--- src/rtl/arb_mux.sv ---
// Registered N-way multiplexer with explicit-select or round-robin arbitration
// feeding a single-entry valid/ready output register.
module arb_mux #(
    parameter int unsigned WIDTH = 32,
    parameter int unsigned NUM   = 4,
    parameter int unsigned SEL_W = 2
) (
    input  logic                 clk,
    input  logic                 rst,
    input  logic                 mode,
    input  logic [SEL_W-1:0]     sel,
    input  logic [NUM-1:0]       req,
    input  logic [NUM*WIDTH-1:0] data_in,
    output logic [NUM-1:0]       grant,
    output logic                 out_valid,
    input  logic                 out_ready,
    output logic [WIDTH-1:0]     out_data,
    output logic [SEL_W-1:0]     out_sel
);

    logic [SEL_W-1:0] ptr_q;
    logic [SEL_W-1:0] cand;
    logic [SEL_W-1:0] rr_idx;
    logic             cand_valid;
    logic             can_accept;
    logic             accept;
    logic [WIDTH-1:0] cand_data;

    assign can_accept = !out_valid || out_ready;
    assign accept     = !rst && can_accept && cand_valid;

    // Candidate is a function of request/select state only, never of data_in.
    always_comb begin
        cand_valid = 1'b0;
        cand       = '0;
        rr_idx     = '0;
        if (mode == 1'b0) begin
            if (int'(sel) < int'(NUM) && req[sel]) begin
                cand_valid = 1'b1;
                cand       = sel;
            end
        end else begin
            // Scan ptr+1 .. ptr+NUM so the last winner has lowest priority.
            for (int k = 1; k <= int'(NUM); k++) begin
                rr_idx = SEL_W'((int'(ptr_q) + k) % int'(NUM));
                if (!cand_valid && req[rr_idx]) begin
                    cand_valid = 1'b1;
                    cand       = rr_idx;
                end
            end
        end
    end

    always_comb begin
        grant     = '0;
        cand_data = '0;
        for (int i = 0; i < int'(NUM); i++) begin
            if (cand == SEL_W'(i)) begin
                grant[i]  = accept;
                cand_data = data_in[i*WIDTH +: WIDTH];
            end
        end
    end

    always_ff @(posedge clk) begin
        if (rst) begin
            out_valid <= 1'b0;
            out_data  <= '0;
            out_sel   <= '0;
            ptr_q     <= SEL_W'(NUM - 1);
        end else if (can_accept) begin
            if (cand_valid) begin
                out_valid <= 1'b1;
                out_data  <= cand_data;
                out_sel   <= cand;
                ptr_q     <= cand;
            end else begin
                out_valid <= 1'b0;
            end
        end
    end

endmodule

--- config.mk ---
export PLATFORM = sky130hd
export DESIGN_NAME = arb_mux
export DESIGN_NICKNAME = d
export VERILOG_FILES = /design/src/rtl/arb_mux.sv
export SDC_FILE = /design/constraint.sdc
export NUM_CORES = 1
export LEC_CHECK = 0
export BUFFER_PORTS_ARGS = -buffer_cell sky130_fd_sc_hd__clkbuf_2
export CORE_UTILIZATION = 44
export CTS_CLUSTER_SIZE = 40
export DETAILED_ROUTE_END_ITERATION = 16
export HOLD_SLACK_MARGIN = 0.03
export PLACE_DENSITY = 0.95
export SLEW_MARGIN = 5
export SYNTH_ARGS = -nofsm -noshare
export SYNTH_HDL_FRONTEND = slang
export SYNTH_SLANG_ARGS = --single-unit
--- constraint.sdc ---
create_clock -name clk -period 4.3 [get_ports clk]
set_clock_uncertainty 0.15 [all_clocks]
set_input_delay 0.86 -clock clk [delete_from_list [all_inputs] [get_ports clk]]
set_output_delay 0.86 -clock clk [all_outputs]
set_load 0.02 [all_outputs]
==> metrics.yaml <==
cp-start-kind: "input port"
final_cell_area_sq_um: 3390
synthCells: 246
portBuffers: 176
core_region_area_sq_um: 5140
yosysMostFrequentCell: "mux2i_1"
synth_flop_cell: "dfxtp_1"
synthTopCellsByArea: "dfxtp_1 31%, mux2i_1 19%, a2bb2oi_1 7.8%, a2111oi_2 7.0%, nor2_1 5.2%"
path_class: "in2out"
grt_usage: 0.228
cp.arrival_ns: 2.66
drc_errors: 0
cts_buffers: 5
min-delay-start: "out_data[2]$_SDFFE_PP0P_"
drt_iter0_drc: 56
nets: 554
ir_drop_v: 0.000183
place_area_sq_um: 3290
p_per_area_nw_per_um2: 333
hold_violations: 0
cts_setup_buffers: 0
finalCritPeriodShare: 0.855
drive_above_1_share: 0.513
postRouteAntennaNets: 0
crit_required_ns: 3.29
syn_nets: 384
diodes: 0
grt-ovfl-total: 0
worstSetupEndpointType: "output pin"
viasPerCell: 5.30
synth.top_cells.by_count: "44 x mux2i_1, 37 x dfxtp_1, 33 x nor2_1"
ys_seq_elements: 37
syn_area_sq_um: 2370
synth.distinct_cells: 36
wl_per_cell_microns: 14.0
cts_sinks: 37
reg2reg_from: "ptr_q[0]$_SDFFE_PP1P_"
critPathLaunch: "req[1]"
grt_pass1_vias: 2346
cellLeakagePower_nw: 1.68
synth_top_area_frac: 0.313
ios: 177
grt_max_degree: 27
initial_core_util: 0.461
rsz0062_at_grt: "false"
root_buffer: "clkbuf_8"
hp-class: "reg2reg"
setup_tns_ns: 0
clkLatencyLatePin_ns: 0.27
p_total_mw: 1.13
dp_hpwl_microns: 5510
die_w_microns: 75.4
r2r_slack_ns: 1.49
cap_violations: 0
async_reset_ff_frac: 0
cts_buffer_depth: 2
ctsHoldBuffers: 0
relSlewSlack: 0.652
die-area_sq_um: 5680
period_minus_slack_ns: 3.67
cts_tree: "built"
setup_viol_count_final: 0
num_rows: 26
place_worst_setup_slack_ns: 0.619
ys_seq_area_frac: 0.313
ctsResizeCount: 0
syn_avg_cell_area_sq_um: 9.63
antenna_found_initial: 0
clkTransAtPathRegs_ns: 0.07
drt-pass1-iter-count: 4
grt_pass1_wl_microns: 9810
slew_violations: 0
cp_max_fo: 21
synth-edff-count: 0
wirelength_microns: 6840
yosys.area.top_type: "dfxtp_1"
worst_slack_ns: 0.625
via_count: 2582
gp_congestion: 0.785
cts.htree.levels: 2
utilization: 0.660
die_y_microns: 75.4
synth_warnings: 0
area_growth_pct: 43.1
max_clock_freq_mhz: 272
status: "finished clean"
tightest_slew_ns: 0.522
[cell families (layout without fill, tap and decap cells)]
family	Yosys count	in the layout	synth area share
simple gates	51	51	0.106
compound gates	77	77	0.276
mux	56	56	0.248
flops	37	37	0.313
buf+inv	25	196	0.0581
[layer usage]
metal	up-vias	routed length, microns	GRT usage	share of wire
met5	-	0	0	0
met4	0	124	0.0926	0.018
met3	10	434	0.0529	0.063
met2	124	3750	0.468	0.55
met1	1171	2530	0.212	0.37
li1	1277	-	-	-
[per-stage QoR]
stage | std cells | hold WS (ns)
2_1_floorplan | 246 | 0.385
3_3_place_gp | 479 | 0.300
3_5_place_dp | 479 | 0.303
4_1_cts | 487 | 0.321
5_1_grt | 487 | 0.349
6_report | 487 | 0.317
[where the power goes]
group,internal [mW],switching [mW]
Combinational,0.202,0.241
Sequential,0.393,0.0291
Clock,0.145,0.119
[flip-flops by register name, summed over array words and instances, names as in the netlist]
signal     count
ptr_q          2
out_data      32
out_valid      1
out_sel        2
[worst max-delay path, cell delays in order]
cell	delay (ns)
clkbuf_2	0.15
nor2b_1	0.17
a211o_1	0.29
a31o_4	0.31
or3_1	0.38
buf_4	0.22
nor2_1	0.10
clkbuf_2	0.18
[layout make-up]
class / count / area, sq um
Multi-Input combinational cell: 184 / 1510
Sequential cell: 37 / 741
Fill cell: 440 / 1750
Tap cell: 70 / 87.6
Timing Repair Buffer: 184 / 941
Inverter: 4 / 15.0
Clock buffer: 7 / 96.3
Clock inverter: 1 / 5.00
[worst paths after layout]
kind | end | depth (start not counted)
setup / recovery | grant[0] | 8
hold / removal | out_data[2]$_SDFFE_PP0P_ | 2
setup reg to reg | out_data[10]$_SDFFE_PP0P_ | 7
hold reg to reg | out_data[2]$_SDFFE_PP0P_ | 2
[layout by cell type (no fill, tap or decap), types with 2 or more instances in the layout]
cell type and instances:
nor2b_1 2, a2bb2oi_1 21, mux2_1 7, nor2_1 33
o32ai_2 2, dfxtp_1 37, mux2i_1 44, clkbuf_8 7
buf_4 8, nor3_1 2, or3b_1 2, o22ai_1 11
a2111oi_2 11, o21bai_1 2, inv_1 4, o21ai_0 17
clkbuf_2 176, nand2b_1 4, mux2_2 4, o21ai_1 6
(Power assumes the default switching activity.)
